File: src/rtl/pong_match_ctrl_if.sv
// Bundle of the signals that connect the match controller to the video timing,
// the player inputs and the paddle/ball blocks.
interface pong_match_ctrl_if #(
    parameter int SCORE_WIDTH = 4
);
    // Inputs to the controller
    logic                   vertical_sync;
    logic                   start_button;
    logic                   ball_out_left;
    logic                   ball_out_right;

    // Outputs from the controller
    logic                   frame_tick;
    logic                   paddle_enable;
    logic                   ball_hold;
    logic                   ball_serve;
    logic                   serve_dir;
    logic [SCORE_WIDTH-1:0] score_left;
    logic [SCORE_WIDTH-1:0] score_right;
    logic                   winner;
    logic [2:0]             state;

    // Environment side: drives vsync, buttons and goal detection
    modport master (
        output vertical_sync, start_button, ball_out_left, ball_out_right,
        input  frame_tick, paddle_enable, ball_hold, ball_serve, serve_dir,
               score_left, score_right, winner, state
    );

    // Controller side
    modport slave (
        input  vertical_sync, start_button, ball_out_left, ball_out_right,
        output frame_tick, paddle_enable, ball_hold, ball_serve, serve_dir,
               score_left, score_right, winner, state
    );
endinterface

File: src/rtl/pong_match_ctrl.sv
// Match-level sequencer for the two-paddle game: derives the frame tick from
// vsync, runs idle/serve/play/point/game-over, keeps the scores and decides
// when paddles and ball may move.
module pong_match_ctrl #(
    parameter int                     SCORE_WIDTH  = 4,
    parameter logic [SCORE_WIDTH-1:0] WIN_SCORE    = 4'd7,
    parameter int                     COUNT_WIDTH  = 8,
    parameter logic [COUNT_WIDTH-1:0] SERVE_FRAMES = 8'd60,
    parameter logic [COUNT_WIDTH-1:0] POINT_FRAMES = 8'd30
) (
    input  logic              pixel_clock,
    input  logic              reset,
    pong_match_ctrl_if.slave  bus
);

    // State encoding
    localparam logic [2:0] ST_IDLE      = 3'd0;
    localparam logic [2:0] ST_SERVE     = 3'd1;
    localparam logic [2:0] ST_PLAY      = 3'd2;
    localparam logic [2:0] ST_POINT     = 3'd3;
    localparam logic [2:0] ST_GAME_OVER = 3'd4;

    localparam logic [COUNT_WIDTH-1:0] CNT_ONE   = {{(COUNT_WIDTH-1){1'b0}}, 1'b1};
    localparam logic [SCORE_WIDTH-1:0] SCORE_ONE = {{(SCORE_WIDTH-1){1'b0}}, 1'b1};

    // A zero delay would never expire, so it is stretched to one frame
    localparam logic [COUNT_WIDTH-1:0] SERVE_LOAD = (SERVE_FRAMES == '0) ? CNT_ONE : SERVE_FRAMES;
    localparam logic [COUNT_WIDTH-1:0] POINT_LOAD = (POINT_FRAMES == '0) ? CNT_ONE : POINT_FRAMES;

    // Edge detection on vsync (bit 0) and start button (bit 1)
    logic [1:0] raw_w;
    logic [1:0] rise_w;
    logic       tick_w;
    logic       start_edge_w;

    assign raw_w        = {bus.start_button, bus.vertical_sync};
    assign tick_w       = rise_w[0];
    assign start_edge_w = rise_w[1];

    genvar gi;
    generate
        for (gi = 0; gi < 2; gi++) begin : g_edge
            logic last_q;

            // Previous level; preset high so a level already up at reset release is not an edge
            always_ff @(posedge pixel_clock) begin
                if (reset) begin
                    last_q <= 1'b1;
                end else begin
                    last_q <= raw_w[gi];
                end
            end

            assign rise_w[gi] = raw_w[gi] & ~last_q;
        end
    endgenerate

    // Registered match state
    logic [2:0]             state_q,       state_d;
    logic [COUNT_WIDTH-1:0] countdown_q,   countdown_d;
    logic [SCORE_WIDTH-1:0] score_left_q,  score_left_d;
    logic [SCORE_WIDTH-1:0] score_right_q, score_right_d;
    logic                   serve_dir_q,   serve_dir_d;
    logic                   winner_q,      winner_d;
    logic                   ball_serve_q,  ball_serve_d;
    logic                   frame_tick_q;

    // Scores stop at the winning value and never wrap
    function automatic logic [SCORE_WIDTH-1:0] sat_inc(input logic [SCORE_WIDTH-1:0] s);
        sat_inc = (s >= WIN_SCORE) ? s : s + SCORE_ONE;
    endfunction

    logic expired_w;
    assign expired_w = tick_w && (countdown_q <= CNT_ONE);

    // Next-state and datapath decisions for the match FSM
    always_comb begin
        state_d       = state_q;
        countdown_d   = countdown_q;
        score_left_d  = score_left_q;
        score_right_d = score_right_q;
        serve_dir_d   = serve_dir_q;
        winner_d      = winner_q;
        ball_serve_d  = 1'b0;

        case (state_q)
            ST_IDLE, ST_GAME_OVER: begin
                // A new match starts straight into the serve countdown
                if (start_edge_w) begin
                    score_left_d  = '0;
                    score_right_d = '0;
                    serve_dir_d   = 1'b0;
                    countdown_d   = SERVE_LOAD;
                    state_d       = ST_SERVE;
                end
            end

            ST_SERVE: begin
                if (expired_w) begin
                    ball_serve_d = 1'b1;
                    state_d      = ST_PLAY;
                end else if (tick_w) begin
                    countdown_d = countdown_q - CNT_ONE;
                end
            end

            ST_PLAY: begin
                // Goal lines are watched every clock, not only on frame ticks
                if (bus.ball_out_left && bus.ball_out_right) begin
                    countdown_d = POINT_LOAD;
                    state_d     = ST_POINT;
                end else if (bus.ball_out_left) begin
                    score_right_d = sat_inc(score_right_q);
                    serve_dir_d   = 1'b0;
                    countdown_d   = POINT_LOAD;
                    state_d       = ST_POINT;
                end else if (bus.ball_out_right) begin
                    score_left_d = sat_inc(score_left_q);
                    serve_dir_d  = 1'b1;
                    countdown_d  = POINT_LOAD;
                    state_d      = ST_POINT;
                end
            end

            ST_POINT: begin
                // Goal inputs ignored here so a held level cannot score twice
                if (expired_w) begin
                    if ((score_left_q == WIN_SCORE) || (score_right_q == WIN_SCORE)) begin
                        winner_d = (score_right_q == WIN_SCORE);
                        state_d  = ST_GAME_OVER;
                    end else begin
                        countdown_d = SERVE_LOAD;
                        state_d     = ST_SERVE;
                    end
                end else if (tick_w) begin
                    countdown_d = countdown_q - CNT_ONE;
                end
            end

            default: begin
                state_d = ST_IDLE;
            end
        endcase
    end

    // State, scores and pulse registers; reset abandons any match in progress
    always_ff @(posedge pixel_clock) begin
        if (reset) begin
            state_q       <= ST_IDLE;
            countdown_q   <= '0;
            score_left_q  <= '0;
            score_right_q <= '0;
            serve_dir_q   <= 1'b0;
            winner_q      <= 1'b0;
            ball_serve_q  <= 1'b0;
            frame_tick_q  <= 1'b0;
        end else begin
            state_q       <= state_d;
            countdown_q   <= countdown_d;
            score_left_q  <= score_left_d;
            score_right_q <= score_right_d;
            serve_dir_q   <= serve_dir_d;
            winner_q      <= winner_d;
            ball_serve_q  <= ball_serve_d;
            frame_tick_q  <= tick_w;
        end
    end

    // Output decode from registered state
    assign bus.frame_tick    = frame_tick_q;
    assign bus.paddle_enable = (state_q == ST_SERVE) || (state_q == ST_PLAY);
    assign bus.ball_hold     = (state_q != ST_PLAY);
    assign bus.ball_serve    = ball_serve_q;
    assign bus.serve_dir     = serve_dir_q;
    assign bus.score_left    = score_left_q;
    assign bus.score_right   = score_right_q;
    assign bus.winner        = winner_q;
    assign bus.state         = state_q;

endmodule

File: src/flat_wrapper.sv
// flat-port wrapper written by rule: the top's interface ports become plain ports
module pong_match_ctrl_flat 
#(
    parameter int                     SCORE_WIDTH  = 4,
    parameter logic [SCORE_WIDTH-1:0] WIN_SCORE    = 4'd7,
    parameter int                     COUNT_WIDTH  = 8,
    parameter logic [COUNT_WIDTH-1:0] SERVE_FRAMES = 8'd60,
    parameter logic [COUNT_WIDTH-1:0] POINT_FRAMES = 8'd30
)
  (pixel_clock, reset, bus_vertical_sync, bus_start_button, bus_ball_out_left, bus_ball_out_right, bus_frame_tick, bus_paddle_enable, bus_ball_hold, bus_ball_serve, bus_serve_dir, bus_score_left, bus_score_right, bus_winner, bus_state);
  pong_match_ctrl_if #(.SCORE_WIDTH(SCORE_WIDTH)) bus_i ();
  input  logic pixel_clock;
  input  logic reset;
  input wire logic [$bits(bus_i.vertical_sync)-1:0] bus_vertical_sync;
  input wire logic [$bits(bus_i.start_button)-1:0] bus_start_button;
  input wire logic [$bits(bus_i.ball_out_left)-1:0] bus_ball_out_left;
  input wire logic [$bits(bus_i.ball_out_right)-1:0] bus_ball_out_right;
  output wire logic [$bits(bus_i.frame_tick)-1:0] bus_frame_tick;
  output wire logic [$bits(bus_i.paddle_enable)-1:0] bus_paddle_enable;
  output wire logic [$bits(bus_i.ball_hold)-1:0] bus_ball_hold;
  output wire logic [$bits(bus_i.ball_serve)-1:0] bus_ball_serve;
  output wire logic [$bits(bus_i.serve_dir)-1:0] bus_serve_dir;
  output wire logic [$bits(bus_i.score_left)-1:0] bus_score_left;
  output wire logic [$bits(bus_i.score_right)-1:0] bus_score_right;
  output wire logic [$bits(bus_i.winner)-1:0] bus_winner;
  output wire logic [$bits(bus_i.state)-1:0] bus_state;
  assign bus_i.vertical_sync = bus_vertical_sync;
  assign bus_i.start_button = bus_start_button;
  assign bus_i.ball_out_left = bus_ball_out_left;
  assign bus_i.ball_out_right = bus_ball_out_right;
  assign bus_frame_tick = bus_i.frame_tick;
  assign bus_paddle_enable = bus_i.paddle_enable;
  assign bus_ball_hold = bus_i.ball_hold;
  assign bus_ball_serve = bus_i.ball_serve;
  assign bus_serve_dir = bus_i.serve_dir;
  assign bus_score_left = bus_i.score_left;
  assign bus_score_right = bus_i.score_right;
  assign bus_winner = bus_i.winner;
  assign bus_state = bus_i.state;
  pong_match_ctrl #(.SCORE_WIDTH(SCORE_WIDTH), .WIN_SCORE(WIN_SCORE), .COUNT_WIDTH(COUNT_WIDTH), .SERVE_FRAMES(SERVE_FRAMES), .POINT_FRAMES(POINT_FRAMES)) u_core (.pixel_clock(pixel_clock), .reset(reset), .bus(bus_i));
endmodule
File: config.mk
export PLATFORM = sky130hd
export DESIGN_NAME = pong_match_ctrl_flat
export DESIGN_NICKNAME = d
export VERILOG_FILES = /design/src/rtl/pong_match_ctrl_if.sv /design/src/rtl/pong_match_ctrl.sv /design/src/flat_wrapper.sv
export SDC_FILE = /design/constraint.sdc
export NUM_CORES = 1
export LEC_CHECK = 0
export CAP_MARGIN = 25
export CORE_UTILIZATION = 51
export DETAILED_ROUTE_END_ITERATION = 12
export HOLD_SLACK_MARGIN = 0.06
export PLACE_DENSITY = 0.84
export SLEW_MARGIN = 10
export SYNTH_ARGS = -nofsm -noshare
export SYNTH_HDL_FRONTEND = slang
export SYNTH_SLANG_ARGS = --single-unit
export TNS_END_PERCENT = 50
File: constraint.sdc
create_clock -name pixel_clock -period 2.3 [get_ports pixel_clock]
set_clock_uncertainty 0.2 [all_clocks]
set_input_delay 0.345 -clock pixel_clock [delete_from_list [all_inputs] [get_ports pixel_clock]]
set_output_delay 0.345 -clock pixel_clock [all_outputs]
set_load 0.05 [all_outputs]
==> flow_summary_export.csv, run 1 <==
group,metric,value,unit
place,hpwl,2.71,mm
critical_path,crit_arrival,1.66,ns
timing,finalHoldViolCount,0,
grt,grtUsageMet3,0.0424,
grt,grt_use_total,0.267,
clock_tree,cts_hold_buf,0,
timing,worstMarginPinSlew,0.502,ns
final_layout,syn_to_final_growth,25.9,%
timing,layout_setup_ws,0.0978,ns
place,placed_cell_area,1710,sq um
yosys,synth_warnings,0,
grt,use_met1,0.357,
floorplan,num_rows,18,
grt,grt_pass1_vias,1284,
power_and_ir_drop,power.density,506,nW/um^2
floorplan,die_area,2920,sq um
yosys,syn-cell-area,1380,sq um
clock_tree,cts_made_buffers,3,
timing,slew_headroom,0.665,
power_and_ir_drop,internal-power,0.000606,W
final_layout,n_antenna_cell,0,
yosys,synth_area_leader_cell,"dfxtp_1",
grt,grt_busiest_layer,"met2",
critical_path,crit_path_start_kind,"flop",
place,pre_cts_ws,0.0309,ns
clock_tree,cts_root_buf,"clkbuf_4",
clock_tree,clkTransAtPathRegs,0.14,ns
route,drtPass1Iterations,4,
yosys,synthFlopType,"dfxtp_1",
yosys,synthCells,162,
critical_path,critical_path.endpoint_type,"primary output",
final_layout,final_area,1740,sq um
yosys,ys_ff_latch,25,
power_and_ir_drop,power.switching,0.000273,W
critical_path,slowest_delay,0.86,ns
clock_tree,cts.repair.resized,0,
clock_tree,clk_latency,0.32,ns
power_and_ir_drop,p_clk_frac,0.224,
timing,min_period,2.20,ns
outcome,outcome,"finished, final reports clean",
grt,grt_overflow,0,
floorplan,die_y,54.0,um
power_and_ir_drop,ir_worst_vdd,0.410,mV
grt,grt_max_degree,14,
critical_path,crit_path_cell_trace,"clkdlybuf4s50_1",
grt,antenna_found_initial,0,
route,dr.first_iter.drc_count,60,
yosys,synth.distinct_cells,48,
yosys,synth.area.top_cells,"dfxtp_1, nor2_1, a21oi_1",
yosys,synth_seq_area_share,0.363,
timing,setup_tns,0,ns
power_and_ir_drop,p_leak,0.659,nW
critical_path,cpLargestDelayFamily,"buffers and inverters",
route,drc,0,
clock_tree,clock-sinks,25,
timing,rsz0062_at_grt,"false",
critical_path,path_buf_inv,1,
clock_tree,cts_tree,"yes",
final_layout,drive_gt1_frac,0.182,
floorplan,start_util,0.547,
timing,period_share,0.957,
critical_path,path_max_fanout,4,
clock_tree,htreeDepth,1,
job,cap_violations,0,
power_and_ir_drop,power_frac_seq,0.548,
floorplan,fp.dieW,54.0,um
floorplan,core-area,2520,sq um
route,vias_per_cell,6.19,
route,antenna_left,0,
timing,setup_viol,0,
place,gp_congestion,1.00,
min_path,hold_path_class,"flop to flop",
route,totalWireLength,3.55,mm
yosys,synth_top_area_frac,0.363,
final_layout,fillers,223,
yosys,postSynthNetCount,172,
timing,fmax,0.454,GHz
route,vias,1411,
floorplan,num_io_pins,23,
critical_path,critPathKind,"flop to primary output",
grt,grt_pass1_wl,5.64,mm
route,wl_per_cell,15.6,um
critical_path,slowest_stage,"clkdlybuf4s50_1",
critical_path,worstPathRequired,1.75,ns
clock_tree,cts_setup_buffers,0,
final_layout,nNetsFinal,209,
place,port_buffers,22,
grt,grtUsageMet2,0.436,
power_and_ir_drop,comb_power_share,0.229,
power_and_ir_drop,swShare,0.311,
yosys,synth-edff-count,0,
clock_tree,clock_path_buffers,2,
yosys,synth.avg_cell_area,8.52,sq um
yosys,async_flop_share,0,
timing,slew_violations,0,
==> synth_stat cells (all sizes together), types with 4 or more instances <==
cell,count
nor2,20
nor4,7
dfxtp,25
nand2,11
nor3,8
or2,5
inv,7
nand2b,5
nand4,4
nand3,7
a21oi,11
o21ai,4
ha,4
==> per-stage QoR <==
stage / total power [W] / utilization / hold WS [ns] / std cells
2_1_floorplan: 0.000619 / - / 0.252 / 162
3_3_place_gp: 0.000682 / 0.679 / 0.280 / 224
3_5_place_dp: 0.000688 / 0.679 / 0.293 / 224
4_1_cts: 0.000880 / 0.689 / 0.317 / 228
5_1_grt: 0.000917 / 0.689 / 0.351 / 228
6_report: 0.000880 / 0.689 / 0.315 / 228
==> cells in the final DEF (no fill, tap or decap), types with 2 or more instances in the layout <==
cell	Yosys	layout
dfxtp_1	25	25
buf_4	0	19
nor2_1	18	18
clkdlybuf4s50_1	0	18
nand2_1	11	11
a21oi_1	11	11
nor3_1	8	8
nand3_1	7	7
inv_1	6	6
nor4_1	6	6
nand2b_1	5	5
nand4_1	4	4
ha_1	4	4
nor2b_1	3	3
nand3b_1	3	3
a211o_1	3	3
a31oi_1	3	3
or2_2	3	3
o21ai_0	3	3
clkbuf_4	0	3
xnor2_1	2	2
a211oi_1	2	2
or2_1	2	2
nor2_2	2	2
a41oi_1	2	2
and3_1	2	2
==> state kept, by name, indices dropped and copies added, names as in the netlist <==
| name | cells |
|---|---|
| u_core.bus.frame_tick | 1 |
| u_core.bus.winner | 1 |
| u_core.countdown_q | 8 |
| u_core.bus.state | 3 |
| u_core.bus.ball_serve | 1 |
| u_core.g_edge.last_q | 2 |
| u_core.bus.score_right | 4 |
| u_core.bus.score_left | 4 |
| u_core.bus.serve_dir | 1 |
==> layer usage <==
layer  wire [um]  part of all wire
met1        1610              0.45
met2        1650              0.46
met3         251             0.071
met5           0                 0
met4          43             0.012
==> cell families after synthesis <==
kind of cell / synth area share
and+or+nand+nor: 0.363
AOI/OAI and AO/OA: 0.172
DFF: 0.363
buffers and inverters: 0.0399
adders and majority gates: 0.0363
xor gates and xnor gates: 0.0190
muxes: 0.00725
==> power groups by stage <==
| stage | Combinational (W) | Sequential, W | Clock, W |
|---|---|---|---|
| after detailed placement | 0.000197 | 0.000491 | 0 |
| after global routing | 0.000217 | 0.000485 | 0.000215 |
| after floorplan | 0.000121 | 0.000498 | 0 |
| final | 0.000201 | 0.000482 | 0.000197 |
| after CTS | 0.000198 | 0.000481 | 0.000201 |
| after global placement | 0.000192 | 0.000490 | 0 |
==> final cells by class <==
type | count | area, sq um | share of cell area
Multi-Input combinational cell | 125 | 825 | 0.474
Sequential cell | 25 | 500 | 0.288
Timing Repair Buffer | 37 | 323 | 0.186
Tap cell | 30 | 37.5 | 0.0216
Clock buffer | 4 | 26.3 | 0.0151
Inverter | 7 | 26.3 | 0.0151
==> worst paths after layout <==
| path | endpoint | start | slack (ns) | cells after the start |
|---|---|---|---|---|
| max reg2reg | u_core.countdown_q[7] | u_core.countdown_q[1] | 0.13 | 7 |
| min reg2reg | u_core.bus.score_left[1] | u_core.bus.score_left[1] | 0.31 | 2 |
| max | bus_state[2] | u_core.bus.state[2] | 0.1 | 1 |
| min | u_core.bus.score_left[1] | u_core.bus.score_left[1] | 0.31 | 2 |
Power figures use the tool's default switching activity.
==> run 2, diff against run 1 <==
- ABC_AREA: default -> 1
- CORE_ASPECT_RATIO: default -> 1.5
==> run 2 against run 1 <==
  * Die area up 2.1%
  * Cell count is 17% higher
  * Clock power up 40%
  * Final area shrank 1.2%
  * Synthesized cell count up 27%
  * Global-route usage shrank 2.7 points
  * Clock-buffer cell count decreased by 1
  * Hold slack worse by 0.046 ns
  * Non-clock buffer count decreased by 14
  * Critical path type unchanged
  * Largest cell class unchanged
  * Largest power group is now combinational cells
==> flow_summary_export.csv, run 2 <==
group,metric,value,unit
yosys,synthCells,206,
yosys,synth-edff-count,0,
timing,setup_tns,0,ns
yosys,ys_ff_latch,25,
route,wl_per_cell,11.5,um
yosys,synth.distinct_cells,26,
critical_path,cpLargestDelayFamily,"buffers and inverters",
clock_tree,clkTransAtPathRegs,0.09,ns
power_and_ir_drop,p_leak,0.739,nW
timing,min_period,2.19,ns
route,vias,1386,
clock_tree,cts_setup_buffers,0,
timing,fmax,0.458,GHz
place,placed_cell_area,1670,sq um
floorplan,num_io_pins,23,
route,dr.first_iter.drc_count,35,
grt,grt_max_degree,16,
clock_tree,cts_made_buffers,3,
critical_path,worstPathRequired,1.75,ns
floorplan,die_y,66.3,um
yosys,synth_area_leader_cell,"dfxtp_1",
timing,slew_violations,0,
yosys,synth_seq_area_share,0.356,
route,totalWireLength,3.08,mm
clock_tree,clock_path_buffers,2,
critical_path,path_buf_inv,1,
critical_path,critPathKind,"flop to primary output",
grt,grt_pass1_vias,1273,
final_layout,n_antenna_cell,0,
final_layout,drive_gt1_frac,0.122,
grt,antenna_found_initial,0,
timing,rsz0062_at_grt,"false",
power_and_ir_drop,power.density,1170,nW/um^2
critical_path,rrSetupSlack,0.32,ns
critical_path,path_max_fanout,7,
floorplan,start_util,0.532,
floorplan,core-area,2650,sq um
clock_tree,cts_tree,"yes",
floorplan,num_rows,23,
yosys,postSynthNetCount,216,
yosys,async_flop_share,0,
timing,worstMarginPinSlew,0.500,ns
yosys,synth_warnings,0,
timing,hold_slack,0.269,ns
critical_path,slowest_stage,"clkdlybuf4s50_1",
clock_tree,clock-sinks,25,
yosys,syn-cell-area,1410,sq um
yosys,synth.area.top_cells,"dfxtp_1, nand2_1, inv_1",
clock_tree,cts.repair.resized,0,
critical_path,crit_cells,1,
grt,grt_use_total,0.240,
final_layout,postLayoutCoreUtil,0.649,
final_layout,largest_reg_flops,8,
job,cap_violations,0,
outcome,outcome,"finished, final reports clean",
clock_tree,cts_root_buf,"clkbuf_8",
timing,setup_viol,0,
min_path,holdPathStages,2,
grt,grt_overflow,0,
final_layout,final_area,1720,sq um
yosys,synth_commonest_cells,"nand2_1, inv_1, dfxtp_1, nor2_1, nand3_1",
place,hpwl,2.38,mm
clock_tree,htreeDepth,1,
final_layout,largest-register,"u_core.countdown_q",
critical_path,critical_path.endpoint_type,"primary output",
yosys,synth.most_common_cell,"nand2_1",
route,antenna_left,0,
floorplan,die_area,2980,sq um
critical_path,slowest_delay,0.87,ns
timing,slew_headroom,0.665,
min_path,hold_path_class,"flop to flop",
timing,period_share,0.950,
critical_path,crit_path_start_kind,"flop",
timing,finalHoldViolCount,0,
power_and_ir_drop,ir_worst_vdd,0.739,mV
yosys,synth_top_area_frac,0.356,
clock_tree,cts_hold_buf,0,
yosys,synth.avg_cell_area,6.83,sq um
final_layout,syn_to_final_growth,22.0,%
final_layout,mostFrequentLayoutCells,"nand2_1, inv_1, dfxtp_1",
route,drtPass1Iterations,4,
clock_tree,clk_latency,0.27,ns
critical_path,crit_path_cell_trace,"clkdlybuf4s50_1",
final_layout,nNetsFinal,241,
place,placed_cells,263,
final_layout,layout_commonest_cell,"nand2_1",
grt,grt_pass1_wl,5.29,mm
critical_path,r2r_cells,12,
final_layout,instances_no_fill,267,
place,port_buffers,22,
route,drc,0,
place,gp_congestion,0.922,
floorplan,fp.dieW,44.9,um
critical_path,crit_arrival,1.64,ns
route,vias_per_cell,5.19,
yosys,synthFlopType,"dfxtp_1",
[run 2: cell types whose count changed in the layout (fill, tap and decap cells not counted), sizes merged, moves of 5 or more]
cell / change
nand2: +37
inv: +24
buf: -16
nor2: +11
nand3: +8
a21oi: +7
nor3: -7
o21ai: +7
nor4: -6
nand2b: -5
[run 2: area by class of cell]
type                       count  area [sq um]
fill                         270           930
multi-input combinational    147           771
sequential                    25           500
timing repair buffer          23           235
inverter                      31           116
tap                           37          46.3
clock buffer                   3          41.3
clock inverter                 1          7.51
[run 2: path summary, 6_finish.rpt]
kind	from	endpoint
max	u_core.bus.state[0]	bus_state[0]
min	u_core.bus.serve_dir	u_core.bus.serve_dir
max reg2reg	u_core.countdown_q[0]	u_core.countdown_q[1]
min reg2reg	u_core.bus.serve_dir	u_core.bus.serve_dir
[run 2: through the flow]
stage               setup WS (ns)  total power [W]
detailed placement          0.103          0.00173
CTS                         0.126          0.00200
global placement            0.138          0.00172
floorplan                   0.133          0.00145
global route               0.0689          0.00214
finish                      0.115          0.00200
[run 2: kinds of logic after synthesis]
group | after synthesis | share of synthesized area
AOI/OAI and AO/OA | 36 | 0.154
xor gates and xnor gates | 3 | 0.0187
adders and majority gates | 4 | 0.0356
buffers and inverters | 34 | 0.0969
DFF | 25 | 0.356
and+or+nand+nor | 104 | 0.340
[run 2: report_power, final]
part / leakage (nW) / switching, W / internal [W]
clock network: 0.0217 / 0.000152 / 0.000123
logic: 0.513 / 0.000723 / 0.000371
registers: 0.204 / 0.000113 / 0.000520
total: 0.739 / 0.000988 / 0.00101
[run 2: per-layer routing]
metal | vias to the layer above | share of wire | GRT usage
li1 | 714 | - | -
met5 | - | 0 | 0
met2 | 38 | 0.54 | 0.447
met1 | 625 | 0.41 | 0.259
met4 | 0 | 0.021 | 0.0985
met3 | 9 | 0.034 | 0.0328
